--- src/rtl/inst_sequencer.sv ---
// inst_sequencer: program buffer plus fetch/issue sequencer for the MPU datapath.
// Words are loaded into a small buffer while IDLE. Execution then presents them
// one at a time on inst/inst_valid and waits for exec_done on each.
// Supports single-step pausing, an overflow halt, a watchdog halt and abort.
//
// Ports:
//   clk, rst         clock; synchronous active-low reset
//   load_valid/data  program word offered; load_ready = buffer accepts this cycle
//   clear            empty program buffer (IDLE only)
//   start            begin execution at entry 0
//   step_mode, step  pause after each instruction; step pulse resumes
//   abort            return to IDLE from any state
//   exec_done        datapath consumed current instruction; overflow valid with it
//   inst, inst_valid instruction to datapath, held until exec_done
//   pc, prog_len     current index and number of loaded words
//   busy, done       not IDLE; one-cycle pulse when the last instruction completes
//   err_ovf, err_to  sticky halt causes (overflow, exec_done timeout)
module inst_sequencer #(
   parameter int unsigned DEPTH   = 16,
   parameter int unsigned TIMEOUT = 15
) (
   input  logic        clk,
   input  logic        rst,
   input  logic        load_valid,
   input  logic [15:0] load_data,
   output logic        load_ready,
   input  logic        clear,
   input  logic        start,
   input  logic        step_mode,
   input  logic        step,
   input  logic        abort,
   input  logic        exec_done,
   input  logic        overflow,
   output logic [15:0] inst,
   output logic        inst_valid,
   output logic [3:0]  pc,
   output logic [4:0]  prog_len,
   output logic        busy,
   output logic        done,
   output logic        err_ovf,
   output logic        err_to
);

   localparam int unsigned IW = 16;
   localparam int unsigned AW = (DEPTH > 1) ? $clog2(DEPTH) : 1;
   localparam int unsigned WW = $clog2(TIMEOUT + 1);
   localparam logic [4:0]    DEPTH_L = 5'(DEPTH);
   localparam logic [WW-1:0] WD_LAST = WW'(TIMEOUT - 1);

   typedef enum logic [2:0] {
      S_IDLE  = 3'd0,
      S_FETCH = 3'd1,
      S_ISSUE = 3'd2,
      S_PAUSE = 3'd3,
      S_HALT  = 3'd4
   } state_t;

   state_t state, state_nxt;

   logic [IW-1:0] buf_mem [DEPTH];
   logic          buf_we;

   logic [WW-1:0] wdog, wdog_d;
   logic [3:0]    pc_d;
   logic [IW-1:0] inst_d;
   logic [4:0]    prog_len_d;
   logic          inst_valid_d, busy_d, done_d, err_ovf_d, err_to_d, load_ready_d;

   logic start_ok_c;
   logic is_last_c;
   logic wd_expire_c;

   // start is honoured only with a non-empty buffer and no simultaneous clear
   assign start_ok_c  = start && !clear && (prog_len != 5'd0);
   assign is_last_c   = (5'(pc) == (prog_len - 5'd1));
   assign wd_expire_c = (wdog == WD_LAST);

   // State register
   always_ff @(posedge clk) begin
      if (!rst) state <= S_IDLE;
      else      state <= state_nxt;
   end

   // Next-state logic; abort overrides everything, including exec_done
   always_comb begin
      state_nxt = state;
      case (state)
         S_IDLE:  if (start_ok_c) state_nxt = S_FETCH;
         S_FETCH: state_nxt = S_ISSUE;
         S_ISSUE: begin
            if (exec_done) begin
               if (overflow)       state_nxt = S_HALT;
               else if (is_last_c) state_nxt = S_IDLE;
               else if (step_mode) state_nxt = S_PAUSE;
               else                state_nxt = S_FETCH;
            end else if (wd_expire_c) begin
               state_nxt = S_HALT;
            end
         end
         S_PAUSE: if (step || !step_mode) state_nxt = S_FETCH;
         S_HALT:  state_nxt = S_HALT;
         default: state_nxt = S_IDLE;
      endcase
      if (abort) state_nxt = S_IDLE;
   end

   // Output/datapath next values; status flags are derived from the next state
   always_comb begin
      pc_d       = pc;
      inst_d     = inst;
      prog_len_d = prog_len;
      wdog_d     = wdog;
      done_d     = 1'b0;
      err_ovf_d  = err_ovf;
      err_to_d   = err_to;
      buf_we     = 1'b0;
      case (state)
         S_IDLE: begin
            if (clear) begin
               prog_len_d = 5'd0;
            end else if (start_ok_c) begin
               pc_d = 4'd0;
            end else if (load_valid && load_ready) begin
               buf_we     = 1'b1;
               prog_len_d = prog_len + 5'd1;
            end
         end
         S_FETCH: begin
            if (!abort) begin
               inst_d = buf_mem[pc[AW-1:0]];
               wdog_d = '0;
            end
         end
         S_ISSUE: begin
            if (!abort) begin
               if (exec_done) begin
                  if (overflow)       err_ovf_d = 1'b1;
                  else if (is_last_c) done_d    = 1'b1;
                  else                pc_d      = pc + 4'd1;
               end else begin
                  // exec_done on the expiring cycle takes the branch above
                  wdog_d = wdog + WW'(1);
                  if (wd_expire_c) err_to_d = 1'b1;
               end
            end
         end
         default: begin
         end
      endcase
      if (abort && (state != S_IDLE)) begin
         err_ovf_d = 1'b0;
         err_to_d  = 1'b0;
      end
      inst_valid_d = (state_nxt == S_ISSUE);
      busy_d       = (state_nxt != S_IDLE);
      load_ready_d = (state_nxt == S_IDLE) && (prog_len_d < DEPTH_L);
   end

   // Registered outputs
   always_ff @(posedge clk) begin
      if (!rst) begin
         pc         <= 4'd0;
         inst       <= '0;
         prog_len   <= 5'd0;
         wdog       <= '0;
         inst_valid <= 1'b0;
         busy       <= 1'b0;
         done       <= 1'b0;
         err_ovf    <= 1'b0;
         err_to     <= 1'b0;
         load_ready <= 1'b1;
      end else begin
         pc         <= pc_d;
         inst       <= inst_d;
         prog_len   <= prog_len_d;
         wdog       <= wdog_d;
         inst_valid <= inst_valid_d;
         busy       <= busy_d;
         done       <= done_d;
         err_ovf    <= err_ovf_d;
         err_to     <= err_to_d;
         load_ready <= load_ready_d;
      end
   end

   // Program buffer write port; contents are not reset
   always_ff @(posedge clk) begin
      if (rst && buf_we) buf_mem[prog_len[AW-1:0]] <= load_data;
   end

endmodule

--- config.mk ---
export PLATFORM = sky130hd
export DESIGN_NAME = inst_sequencer
export DESIGN_NICKNAME = d
export VERILOG_FILES = /design/src/rtl/inst_sequencer.sv
export SDC_FILE = /design/constraint.sdc
export NUM_CORES = 1
export LEC_CHECK = 0
export CAP_MARGIN = 20
export CORE_UTILIZATION = 45
export DETAILED_ROUTE_END_ITERATION = 6
export GPL_ROUTABILITY_DRIVEN = 0
export GPL_TIMING_DRIVEN = 0
export PLACE_DENSITY = 0.6
export RECOVER_POWER = 50
export SLEW_MARGIN = 20
export SYNTH_ARGS = -nofsm -noshare
export SYNTH_HDL_FRONTEND = slang
export SYNTH_SLANG_ARGS = --single-unit
--- constraint.sdc ---
create_clock -name clk -period 6.4 [get_ports clk]
set_input_delay 0.64 -clock clk [delete_from_list [all_inputs] [get_ports clk]]
set_output_delay 0.64 -clock clk [all_outputs]
set_load 0.01 [all_outputs]
# --- Word-level counts from Yosys, hierarchy flattened ---
# Memory sizes are Yosys's and may differ from the RTL's. A register that Yosys moved wholly into a read port is not among the register bits.
# Index checks and enable logic that the tools add are counted.
op_classes:
  bitwise: 4
  n_mux: 31
  n_lt_le_gt_ge: 1
  n_eq_ne: 15
  reduce_logical: 24
  add_sub_neg: 4
op_table:
  columns: ["operator", "n"]
  rows:
  - ["4-bit two-way mux", 9]
  - ["5-bit two-way mux", 4]
  - ["3-bit two-way mux", 6]
  - ["2-bit != test (second input constant)", 8]
  - ["4-bit one-hot mux with 2 select lines", 2]
  - ["3-bit one-hot mux with 5 select lines", 1]
  - ["4-bit AND reduction", 3]
  - ["3-bit by 2-bit equality test with 1-bit output (second input constant)", 3]
  - ["4-bit by 1-bit adder with 4-bit output (second input constant)", 2]
  - ["1-bit two-way mux", 7]
  - ["7-bit AND reduction", 1]
  - ["1-bit logical AND", 6]
  - ["3-bit zero test", 2]
  - ["3-bit nonzero test", 2]
  - ["5-bit by 1-bit adder with 5-bit output (second input constant)", 1]
  - ["4-bit by 5-bit equality test with 1-bit output", 1]
  - ["5-bit < comparator (second input constant)", 1]
  - ["5-bit nonzero test", 1]
  - ["5-bit OR reduction", 1]
  - ["5-bit by 1-bit subtractor with 5-bit output (second input constant)", 1]
  - ["4-bit equality test (second input constant)", 1]
  - ["2-bit two-way mux", 2]
  - ["1-bit inverter", 4]
  - ["2-bit nonzero test", 2]
  - ["other kinds (6)", 8]
totals:
  regBits: 22
  n_memories: 1
  mem_bits_rw: 256
  inputBits: 26
  wordCells: 90
  out_inout_bits: 31
mem_list:
  columns: ["name", "depth", "word_bits", "read_ports", "rd_clocked_by_memory_dff", "wr", "line_no", "text"]
  rows:
  - ["buf_mem", 16, 16, 1, 1, 1, "60", "logic [IW-1:0] buf_mem [DEPTH];"]

# --- Longest topological paths before layout ---
# Gate-level depths: netlist of run 1.
logic_depth:
  depth_word: 9
  ltp_mapped: 9
  mapped_depth_nobuf: 7

# --- Worst setup path before layout of run 1 ---
# No wires, ideal clock.
synth_timing:
  path_kind: "register to register"
  from: "register prog_len[0]"
  to: "memory buf_mem[11][0] (enable)"
  required_ns: 6.012
  n_path_buf: 2
  setup_slack_ns: 3.761
  synth_period_minus_slack_ns: 2.639
  path_stages_with_launch: 9
  t_arrival_ns: 2.250
  setup_time_ns: 0.388
  path_cell_list: "dfxtp_1 buf_2 inv_1 ha_1 nor4b_2 o211a_1 buf_2 nand4_1 nor2_1"
synth_via:
  elab_chain_len: 8
synth_rtl:
  columns: ["item", "line_no", "text"]
  rows:
  - ["start, declared", "37", "output logic [4:0] prog_len,"]
  - ["start signal, assigned", "175", "prog_len <= prog_len_d;"]
  - ["5-bit nonzero test", "74", "assign start_ok_c = start && !clear && (prog_len != 5'd0);"]
  - ["1-bit logical AND", "74", null]
  - ["1-bit two-way mux", "121", "end else if (start_ok_c) begin"]
  - ["1-bit two-way mux", "119", "if (clear) begin"]
  - ["1-bit two-way mux", "117", "case (state)"]
  - ["1-bit logical AND", "188", "if (rst && buf_we) buf_mem[prog_len[AW-1:0]] <= load_data;"]
  - ["1-bit two-way mux", "188", null]
  - ["1-bit two-way mux (implied by the code)", "188", null]
  - ["end, declared", "60", null]
# Several ways; a longest one is shown, not always the timed one.

# --- Final worst setup path of run 1 ---
layout_timing:
  from: "register prog_len[0]"
  to: "memory buf_mem[4][10] (enable)"
# Same word-level chain as after synthesis.

==> results of run 1 <==
## registers in the layout (all words and copies together) (netlist names)
register,count
buf_mem,256
busy,1
inst,16
wdog,4
err_ovf,1
pc,4
load_ready,1
err_to,1
state,3
inst_valid,1
prog_len,5
done,1
## tightest hold or removal path: cells and delay by family (launching register included)
family          cells  cell delay, ps
flops               1             320
compound gates      2             120
## worst max-delay path by stage
stage                          end
floorplan           buf_mem[11][0]
global placement    buf_mem[8][11]
detailed placement   buf_mem[4][9]
CTS                 buf_mem[4][10]
global route        buf_mem[4][10]
finish              buf_mem[4][10]
## metrics by stage
step | instance area (sq um) | total power [mW] | hold WS (ps)
finish | 13800 | 4.00 | 478
global route | 13800 | 4.11 | 512
CTS | 13800 | 4.03 | 482
detailed placement | 12800 | 2.21 | 468
global placement | 12500 | 2.20 | 464
floorplan | 11600 | 2.15 | 474
## power by group through the flow
stage / Clock [mW] / Combinational, mW / Sequential (mW)
after floorplan: 0 / 0.0239 / 2.13
after CTS: 1.87 / 0.0779 / 2.09
after global routing: 1.94 / 0.0813 / 2.09
after detailed placement: 0 / 0.0775 / 2.13
after global placement: 0 / 0.0727 / 2.13
final: 1.84 / 0.0751 / 2.09
## layer usage
| metal | routed length (um) | track usage, % | vias to the layer above | share of wire [%] |
|---|---|---|---|---|
| met5 | 0 | 0 | - | 0 |
| met4 | 498 | 5.02 | 0 | 2.0 |
| met3 | 1320 | 2.52 | 37 | 5.3 |
| met2 | 12400 | 32.5 | 184 | 50 |
| met1 | 10700 | 26.8 | 3157 | 43 |
| li1 | - | - | 2716 | - |
## layout make-up
type	instances	share of cell area [%]
Clock inverter	15	1.71
Sequential cell	294	61.1
Clock buffer	39	5.88
Buffer	31	1.10
Tap cell	330	2.99
Inverter	9	0.244
Multi-Input combinational cell	291	21.5
Timing Repair Buffer	72	5.49
## cells in the final DEF (no fill, tap or decap), drive strengths merged, types with 4 or more instances in the layout
cell	n
edfxtp	256
mux4	64
clkbuf	50
nor2	48
dlygate4sd3	41
dfxtp	38
buf	36
mux2i	33
a21oi	25
o21ai	22
clkdlybuf4s50	15
nand2	10
nand4	9
inv	9
clkinv	9
ha	8
nand3	7
nor3	7
bufinv	6
xor2	4
a31oi	4
## kinds of logic (layout without fill, tap and decap cells)
family / count (synthesis) / after routing / share of synthesized area (%)
AOI/OAI and AO/OA: 69 / 69 / 3.69
xor gates and xnor gates: 7 / 7 / 0.530
adders and majority gates: 8 / 8 / 0.865
buffers and inverters: 40 / 166 / 1.63
DFF: 294 / 294 / 73.0
muxes: 97 / 97 / 15.3
and+or+nand+nor: 110 / 110 / 5.00
==> results.rst, run 1 <==
.. list-table::
   :header-rows: 1

   * - Metric
     - Value
   * - Insertion delay to the later sink of the worst-skew pair
     - between 500 and 600 ps
   * - # rows
     - 58
   * - Setup repair after global routing missed its margin
     - no
   * - Reported leakage power
     - between 4 and 5 nW
   * - Count of input and output buffers
     - between 50 and 60
   * - Clock Pin Slew Worst Setup and Hold Paths
     - 60 ps
   * - DPL Wire Length
     - 16800 um
   * - Die ar.
     - about 26000 sq um
   * - X dimension of the die
     - 162 um
   * - Worst IR Drop VDD
     - ~0.00021 V
   * - Layout cell share with drive strength beyond 1
     - around 22%
   * - Post-CTS setup-driven buffer insertion count
     - 0
   * - Antenna violations before repair
     - 0
   * - Post-detailed-route count of antenna-violating nets
     - 0
   * - Fraction of registers with async set or reset after synthesis
     - 0%
   * - Clock Skews
     - slightly above 9 ps
   * - Initial Utilization
     - roughly 46%
   * - Largest net degree at the start of global routing
     - 17
   * - Final routed wire length divided by cell count
     - roughly 23 um
   * - Clock tree from TritonCTS
     - done
   * - Vias in the first global route
     - 6095
   * - Number of storage elements in the synthesis netlist
     - slightly below 300
   * - Area of the multi-input gates
     - 2970 sq um
   * - Number of inserted filler cells in the final layout
     - approximately 1900
   * - Leading cell type by number of instances after synthesis
     - sky130_fd_sc_hd__edfxtp_1
   * - Area share of the leading cell type in the synthesized netlist
     - 66.4%
   * - Die Y-Extent
     - about 160 um
   * - Net load switching power
     - 0.755 mW
   * - Aggregate negative setup slack
     - 0 ps
   * - Syn-to-layout area delta
     - 19.5%
   * - Number of synthesized flops with an enable pin
     - approximately 260
   * - Post-synthesis net count
     - between 600 and 700
   * - Vias post-DR
     - between 6000 and 7000
   * - Slew margin rel.
     - between 20% and 30%
   * - Power share of the combinational group
     - under 10%
   * - Fraction of the cycle the final worst path needs
     - roughly 50%
   * - Total global routing track utilization
     - approximately 19%
   * - Kind of critical path
     - reg2reg
   * - H-tree level count
     - 1
   * - Post-synthesis area per instance
     - 18.5 sq um
   * - Buffers from clock root to sink, at most
     - 3
   * - WP depth
     - 9
   * - Number of CTS-inserted buffers
     - 29
   * - Internal
     - 3.24 mW
   * - Data required time of the worst path
     - 6650 ps
   * - Final std cells w/o fill
     - around 1100
   * - Hold Crit Class
     - reg2reg
   * - Switching portion of total power
     - 18.9%
   * - Post-cts sizing count
     - 0
   * - Detailed-route vias per instance
     - around 5.6
   * - Cell types with the largest area share after synthesis
     - sky130_fd_sc_hd__edfxtp_1, sky130_fd_sc_hd__mux4_2, sky130_fd_sc_hd__dfxtp_1
   * - Crit path cell chain
     - clkbuf_1 > inv_1 > ha_1 > nor4b_2 > o211a_1 > buf_2 > nand4_1 > nor2_2 > buf_6
   * - Cell taking the most area after synthesis
     - sky130_fd_sc_hd__edfxtp_1
   * - Launch instance of the worst min-delay path
     - inst[9]
   * - Core Area
     - 25200 sq um
   * - Launching instance or port of the critical path
     - prog_len[0]
   * - Final global-route overflow total
     - 0
   * - CP Buf/Inv Count
     - 4
   * - Number of instances in the placed design
     - 1027
   * - Count of distinct cell types in the synthesized netlist
     - 56
   * - Post-placement setup slack
     - 2920 ps
   * - R2r setup slk
     - between 3000 and 4000 ps
   * - Max-slew violation count
     - 0
   * - Post-layout util
     - a little over half
   * - Area taken by flip-flops and latches
     - around 8400 sq um
   * - Count of max-cap constraint violations
     - 0
   * - Relative contribution of the clock network to total power
     - between 40% and 50%
   * - Min Clock Period, post-route
     - around 3200 ps
   * - Endpoint arrival time on the critical path
     - around 3400 ps
   * - Share of the yosys chip area belonging to registers
     - between 70% and 80%
   * - First-pass DRT Iterations
     - 6
   * - Length in cells of the worst reg-to-reg path
     - 9
   * - Max Freq
     - 0.313 GHz
   * - Smallest setup slack after layout
     - ~3200 ps
   * - Reg2reg start
     - prog_len[0]
   * - Outcome
     - finished clean
   * - RR Endpoint
     - buf_mem[4][10]
   * - Post-CTS Hold Fix Bufs
     - 0
   * - Flop pwr share
     - between 50% and 60%
   * - Yosys warning count
     - 0
   * - Kind of cell with the highest combined delay on the critical path
     - simple AND/OR/NAND/NOR gates
   * - Count of endpoints failing hold in the final timing report
     - 0
   * - Final #Nets
     - between 700 and 800
   * - Hold EP
     - inst[9]
   * - Max stage delay cell, worst path
     - sky130_fd_sc_hd__nor2_2
   * - Post-synthesis instance total
     - roughly 630
   * - Detailed router's first-iteration violation count
     - 695
   * - Slew at the pin with the worst max-slew slack
     - 1110 ps
   * - First-pass GRT wire length
     - roughly 37000 um
   * - Setup violation total in the final timing report
     - 0
   * - Antenna cells
     - 0
   * - Most frequent cells after synthesis
     - sky130_fd_sc_hd__edfxtp_1, sky130_fd_sc_hd__mux4_2, sky130_fd_sc_hd__nor2_1, sky130_fd_sc_hd__dfxtp_1, sky130_fd_sc_hd__mux2i_1
   * - Number of top-level pins
     - between 50 and 60
   * - Syn Std Cell Area
     - 11600 sq um
   * - Type of origin of the critical path
     - register
   * - Pwr per Cell Area
     - about 290 nW/um^2
   * - Drt drc
     - 0
   * - Cell depth of the worst hold path
     - 2
   * - Worst-path fanout max
     - 10
   * - Number of sinks on the clock net
     - slightly below 300
   * - Critical Path End Type
     - register
   * - Total Wirelength
     - between 20000 and 25000 um
   * - Delay contributed by the slowest stage of the critical path
     - approximately 600 ps
   * - Library cell used as clock root buffer
     - sky130_fd_sc_hd__clkbuf_16
   * - Primary FF master, synth
     - sky130_fd_sc_hd__edfxtp_1
Power figures use the tool's default switching activity.
==> run 2: changes to the inputs <==
- clock period: 6.4 -> 3.3 ns (I/O delays scaled with it)
==> results.rst, run 2 (synthesis results as in run 1) <==
.. list-table::
   :header-rows: 1

   * - Metric
     - Value
   * - Outcome
     - finished clean (unchanged)
   * - Insertion delay to the later sink of the worst-skew pair
     - 560 ps (about the same)
   * - Detailed router's first-iteration violation count
     - 697 (was 695)
   * - First-pass GRT wire length
     - 37100 um (unchanged)
   * - Total Wirelength
     - 24900 um (about the same)
   * - Slew margin rel.
     - 26.1% (was 26.0%)
   * - Kind of critical path
     - reg2reg (unchanged)
   * - Smallest setup slack after layout
     - 191 ps (was 3210 ps)
   * - Initial Utilization
     - 46.0% (unchanged)
   * - Clock Skews
     - 9.24 ps (was 9.27 ps)
   * - Vias post-DR
     - 6100 (was 6094)
   * - Final routed wire length divided by cell count
     - 23.0 um (about the same)
   * - Post-CTS setup-driven buffer insertion count
     - 0 (unchanged)
   * - Setup repair after global routing missed its margin
     - yes (was no)
   * - R2r setup slk
     - 190 ps (was 3210 ps)
   * - DPL Wire Length
     - 16800 um (unchanged)
   * - Clock tree from TritonCTS
     - done (unchanged)
   * - Buffers from clock root to sink, at most
     - 3 (unchanged)
   * - Aggregate negative setup slack
     - 0 ps (unchanged)
   * - Detailed-route vias per instance
     - 5.64 (about the same)
   * - Post-placement setup slack
     - 129 ps (was 2920 ps)
   * - Data required time of the worst path
     - 3550 ps (was 6650 ps)
   * - Worst-path fanout max
     - 10 (unchanged)
   * - First-pass DRT Iterations
     - 5 (was 6)
   * - H-tree level count
     - 1 (unchanged)
   * - Post-cts sizing count
     - 0 (unchanged)
   * - Layout cell share with drive strength beyond 1
     - 22.6% (was 22.4%)
   * - Number of top-level pins
     - 57 (unchanged)
   * - Die Y-Extent
     - 162 um (unchanged)
   * - Fraction of the cycle the final worst path needs
     - 94.2% (was 49.9%)
   * - X dimension of the die
     - 162 um (unchanged)
   * - Total global routing track utilization
     - 19.4% (unchanged)
   * - Final global-route overflow total
     - 0 (unchanged)
   * - Clock Pin Slew Worst Setup and Hold Paths
     - 60 ps (about the same)
   * - Total placed instance area
     - 12800 sq um (unchanged)
   * - Most frequent cells in the layout
     - sky130_fd_sc_hd__edfxtp_1, sky130_fd_sc_hd__mux4_2, sky130_fd_sc_hd__dlygate4sd3_1 (unchanged)
   * - Largest net degree at the start of global routing
     - 17 (unchanged)
   * - Vias in the first global route
     - 6095 (unchanged)
   * - Count of input and output buffers
     - 56 (unchanged)
   * - Final #Nets
     - 762 (unchanged)
   * - Library cell used as clock root buffer
     - sky130_fd_sc_hd__clkbuf_16 (unchanged)
   * - Count of max-cap constraint violations
     - 0 (unchanged)
   * - Type of origin of the critical path
     - register (unchanged)
   * - Critical Path End Type
     - register (unchanged)
   * - Max Freq
     - 0.322 GHz (was 0.313 GHz)
   * - Slew at the pin with the worst max-slew slack
     - 1110 ps (about the same)
   * - Reported leakage power
     - 4.40 nW (was 4.39 nW)
   * - Count of endpoints failing hold in the final timing report
     - 0 (unchanged)
   * - Design Area, Final
     - 13800 sq um (about the same)
   * - Max-slew violation count
     - 0 (unchanged)
   * - Setup violation total in the final timing report
     - 0 (unchanged)
   * - Min Clock Period, post-route
     - 3110 ps (was 3190 ps)
   * - Syn-to-layout area delta
     - 19.5% (about the same)
   * - Drt drc
     - 0 (unchanged)
   * - Number of CTS-inserted buffers
     - 29 (unchanged)
   * - Leading cell type in the layout, fill and taps excluded
     - sky130_fd_sc_hd__edfxtp_1 (unchanged)
   * - Number of sinks on the clock net
     - 294 (unchanged)
   * - Die ar.
     - 26400 sq um (unchanged)
   * - Number of flip-flops in the largest register
     - 256 (unchanged)
   * - Antenna cells
     - 0 (unchanged)
   * - Worst IR Drop VDD
     - 0.000416 V (was 0.000214 V)
   * - # rows
     - 58 (unchanged)
   * - Endpoint arrival time on the critical path
     - 3360 ps (was 3440 ps)
   * - Hold Crit Class
     - reg2reg (unchanged)
   * - Core Area
     - 25200 sq um (unchanged)
   * - Post-detailed-route count of antenna-violating nets
     - 0 (unchanged)
   * - Antenna violations before repair
     - 0 (unchanged)
   * - Pwr per Cell Area
     - 561 nW/um^2 (was 289 nW/um^2)
## run 2: cell count changes in the layout (fill, tap and decap cells not counted)
cell | before | now
sky130_fd_sc_hd__a211oi_1 | 3 | 2
sky130_fd_sc_hd__a211oi_2 | 0 | 1
sky130_fd_sc_hd__and2_0 | 1 | 0
sky130_fd_sc_hd__and2_1 | 2 | 3
sky130_fd_sc_hd__buf_2 | 11 | 12
sky130_fd_sc_hd__clkbuf_1 | 16 | 15
## run 2: stage by stage
stage / util [%] / power [mW] / instances / hold WS (ps)
final: 54.9 / 7.76 / 1081 / 478
after global routing: 54.9 / 7.97 / 1081 / 484
after CTS: 55.0 / 7.82 / 1081 / 461
after detailed placement: 50.8 / 4.28 / 1027 / 468
after global placement: 49.8 / 4.27 / 1011 / 464
after floorplan: - / 4.18 / 625 / 409
## run 2: power breakdown
| group | total, mW | switching [mW] | internal, mW |
|---|---|---|---|
| Sequential | 4.05 | 0.00356 | 4.05 |
| Combinational | 0.146 | 0.0981 | 0.0480 |
| Clock | 3.56 | 1.36 | 2.20 |
| Total | 7.76 | 1.46 | 6.29 |
## run 2: final cells by class
class                      instances  area, sq um
fill                            1913        11300
tap                              330          413
multi-input combinational        291         2980
sequential                       294         8450
inverter                           9         33.8
clock buffer                      39          813
clock inverter                    15          236
timing repair buffer              72          759
buffer                            31          154
## run 2: timing repair
action	CTS	global route
hold buffers	0	0
endpoints found under the setup margin	0	9
endpoints found under the hold margin	0	0
## run 2: path summary, 6_finish.rpt
kind	end	startpoint	depth (start not counted)
setup / recovery	buf_mem[4][10]	prog_len[0]	9
hold / removal	inst[9]	inst[9]	2
setup reg to reg	buf_mem[4][10]	prog_len[0]	9
hold reg to reg	inst[9]	inst[9]	2
## run 2: per-layer routing
layer	vias up	track usage [%]	wire [um]
li1	2715	-	-
met1	3161	26.8	10700
met2	185	32.5	12300
met3	39	2.52	1320
met4	0	5.02	514
met5	-	0	0
## run 2: worst max-delay path, cell delays in order (launching register included)
cell	delay, ps
sky130_fd_sc_hd__dfxtp_1	340
sky130_fd_sc_hd__buf_2	180
sky130_fd_sc_hd__inv_1	120
sky130_fd_sc_hd__ha_1	190
sky130_fd_sc_hd__nor4b_2	320
sky130_fd_sc_hd__o211a_1	230
sky130_fd_sc_hd__buf_2	220
sky130_fd_sc_hd__nand4_1	360
sky130_fd_sc_hd__nor2_2	600
sky130_fd_sc_hd__buf_6	250
==> RTL edit 1, RTL diff (settings of run 2) <==
Reset style: asynchronous (`rst`), changed in 2 clocked blocks. Comments in the files are not updated.
--- a/src/rtl/inst_sequencer.sv
+++ b/src/rtl/inst_sequencer.sv
@@ -76,7 +76,7 @@
    assign wd_expire_c = (wdog == WD_LAST);
 
    // State register
-   always_ff @(posedge clk) begin
+   always_ff @(posedge clk or negedge rst) begin
       if (!rst) state <= S_IDLE;
       else      state <= state_nxt;
    end
@@ -157,7 +157,7 @@
    end
 
    // Registered outputs
-   always_ff @(posedge clk) begin
+   always_ff @(posedge clk or negedge rst) begin
       if (!rst) begin
          pc         <= 4'd0;
          inst       <= '0;
Behaviour: differs if rst is asserted again (counterexample within 4 cycles, from zero or initial values and one cycle with rst low); with rst held inactive, the same outputs for 4 cycles.
==> RTL edit 1 against run 2 <==
Synthesized area grew 1.8%. Routed wire length grew 2.3%. Hold slack lost 0.43 ns. Critical path depth is the same. Via count grew 0.59%. Cell area grew 1.8%. Sequential cell count is the same. Worst setup slack lost 0.033 ns. First-iteration DRC count shrank 18%. Core utilization grew 0.37 points. Critical path type unchanged.
Power is not compared: it rests on default switching activity, and its combinational part moved more than twofold at a synthesized area within 25%.
==> RTL edit 1: results <==
{
  "n_fill_cell": 1931,
  "hold_end": "state[2]$_DFF_PN0_",
  "synth-adder-area-share_pct": 0.849,
  "dpl_cell_area_sq_um": 13100,
  "cp_top_family": "buffers and inverters",
  "slew_headroom_pct": 42.4,
  "crit_path_top_delay_cell": "dfrtp_1",
  "synthDistinctLibCells": 47,
  "status": "completed",
  "synth_nets": 639,
  "crit_path_start": "prog_len[0]$_DFFE_PN0P_",
  "ys_async_sr_fraction_pct": 12.9,
  "use_met3_pct": 2.78,
  "wl_met2_microns": 12600,
  "synth_compound_area_share_pct": 2.89,
  "hpwlAfterDp_microns": 17900,
  "cp_data_arrival_time_ns": 3.40,
  "met1_usage_pct": 27.8,
  "r2r_setup_slack_ns": 0.16,
  "seq_area_frac_synth_pct": 73.3,
  "pre_cts_ws_ns": -0.0734,
  "track_usage_pct": 19.9,
  "fin_hold_ws_ns": 0.0453,
  "ys_top_cells_by_area": "edfxtp_1, mux4_2, dfrtp_1",
  "worstReg2RegEnd": "buf_mem[4][3]$_DFFE_PP_",
  "clock_skew_ns": 0.0130,
  "grt_pass1_wl_microns": 38800
}
==> RTL edit 1: cell type report <==
cell class | count | area share (%)
Sequential cell | 294 | 61.3
Multi-Input combinational cell | 268 | 21.6
Timing Repair Buffer | 85 | 5.77
Clock buffer | 35 | 5.61
Tap cell | 330 | 2.93
Buffer | 36 | 1.45
Clock inverter | 20 | 1.12
Inverter | 7 | 0.187
==> RTL edit 1: worst max path at each step <==
stage / to / cells past startpoint / slack, ns
after floorplan: buf_mem[4][0]$_DFFE_PP_ / 6 / -0.34
after global placement: buf_mem[4][0]$_DFFE_PP_ / 4 / -3.18
after detailed placement: buf_mem[0][0]$_DFFE_PP_ / 8 / -0.07
after CTS: buf_mem[4][3]$_DFFE_PP_ / 9 / 0.04
after global routing: buf_mem[4][3]$_DFFE_PP_ / 9 / -0.002
final: buf_mem[4][3]$_DFFE_PP_ / 9 / 0.16
==> RTL edit 2, RTL diff (flow settings as in run 2) <==
Made on the original files. The parameter `DEPTH` goes from 16 to 8.
--- a/src/rtl/inst_sequencer.sv
+++ b/src/rtl/inst_sequencer.sv
@@ -16,7 +16,7 @@
 //   busy, done       not IDLE; one-cycle pulse when the last instruction completes
 //   err_ovf, err_to  sticky halt causes (overflow, exec_done timeout)
 module inst_sequencer #(
-   parameter int unsigned DEPTH   = 16,
+   parameter int unsigned DEPTH   = 8,
    parameter int unsigned TIMEOUT = 15
 ) (
    input  logic        clk,
Function: changed (a bounded check fails within 10 cycles, from zero or initial values and one cycle with rst low).
==> RTL edit 2 against run 2 <==
Total power decreased by 46%. Combinational power is 21% lower. Synthesized area down 42%. Cell area shrank 41%. Sequential power fell by 44%. Synthesized cell count shrank 35%. Sequential cell count is 128 lower. Largest power group unchanged. Die area decreased by 42%. Worst setup slack got worse by 0.033 ns. Routed wire length down 44%.
==> RTL edit 2: results <==
{
  "tightest_slew_ns": 0.813,
  "wire_per_inst_microns": 20.2,
  "cp_slowest_stage_delay_ns": 0.56,
  "n_fill_cell": 1129,
  "cp_data_arrival_time_ns": 3.28,
  "clock_skew_ns": 0.00531,
  "crit_path_start": "prog_len[1]$_SDFFE_PN0P_",
  "synth_mux_area_share_pct": 13.2,
  "largest_reg_flops": 128,
  "final_nets": 526,
  "fin_hold_ws_ns": 0.246,
  "hpwlAfterDp_microns": 9630,
  "synth-edff-count": 128,
  "cts_buffers": 17,
  "dpl_cell_area_sq_um": 7590,
  "synth_nets": 440,
  "seq_area_frac_synth_pct": 69.0,
  "route.layer.met1.wl_microns": 6420,
  "synth_commonest_cells": "edfxtp_1, dfxtp_1, mux4_2",
  "clock_latency_ns": 0.42,
  "drtPass1Iterations": 4,
  "syn_avg_cell_area_sq_um": 16.3,
  "synth_compound_area_share_pct": 6.54,
  "synth-adder-area-share_pct": 0.937,
  "wl_met2_microns": 6630,
  "met1_usage_pct": 28.3,
  "route.met3.wl_microns": 705,
  "ctsLongestPathBuffers": 2,
  "placed_cells": 657,
  "worstReg2RegEnd": "buf_mem[2][10]$_DFFE_PP_",
  "grt_pass1_vias": 3735,
  "cp_max_fo": 9,
  "synth-xor-area-share_pct": 1.05,
  "gr-usage-met2_pct": 30.5,
  "timing.final.ws_setup_ns": 0.158,
  "p_leak_nw": 2.86,
  "via_per_inst": 5.58,
  "vias": 3863,
  "drt_iter0_drc": 278,
  "hold_path.class": "in -> reg",
  "track_usage_pct": 20.1,
  "pre_cts_ws_ns": -0.0834,
  "layout-drive-gt1-share_pct": 19.3,
  "h-tree-depth": 4,
  "ir_drop_v": 0.000358,
  "synthDistinctLibCells": 49,
  "status": "completed",
  "use_met3_pct": 4.81,
  "antenna_found_initial": 0,
  "ys_top_cells_by_area": "edfxtp_1, dfxtp_1, mux4_2",
  "io_buffers": 54,
  "grt_pass1_wl_microns": 21400
}
==> RTL edit 2: changes by cell type in the layout (fill, tap and decap cells not counted), sizes merged, moves of 9 or more <==
cell / delta
clkbuf: -14
a21oi: -21
o21ai: -9
mux4: -32
nor2: -30
nand2: +16
buf: -16
mux2i: -17
edfxtp: -128
o211a: +16
==> RTL edit 2: power by group <==
group	total [mW]	internal, mW	switching, mW
Sequential	2.26	2.26	0.00418
Clock	1.81	1.03	0.781
Combinational	0.116	0.0508	0.0651
==> RTL edit 2: cell type report <==
type / instances / area (sq um) / area share, %
multi-input combinational: 211 / 1990 / 24.3
clock inverter: 14 / 111 / 1.36
inverter: 7 / 26.3 / 0.321
timing repair buffer: 67 / 683 / 8.35
sequential: 166 / 4600 / 56.3
tap: 184 / 230 / 2.81
clock buffer: 18 / 429 / 5.24
buffer: 25 / 109 / 1.33
==> RTL edit 2: how the worst min path moves through the flow <==
stage                          start                       to  cells past startpoint
2_1_floorplan           load_data[0]  buf_mem[0][0]$_DFFE_PP_                      0
3_3_place_gp    inst[2]$_SDFFE_PN0P_     inst[2]$_SDFFE_PN0P_                      1
3_5_place_dp   inst[14]$_SDFFE_PN0P_    inst[14]$_SDFFE_PN0P_                      1
4_1_cts                          rst     wdog[3]$_SDFFE_PN0P_                      3
5_1_grt                          rst     wdog[3]$_SDFFE_PN0P_                      3
6_report                         rst     wdog[3]$_SDFFE_PN0P_                      3
==> RTL edit 2: repair_timing <==
action,4_1_cts,5_1_grt
cloned,0,0
endpoints found under the setup margin,53,128
pin swaps,0,3
setup buffers,0,3
resized for setup,0,6
hold buffers,0,0
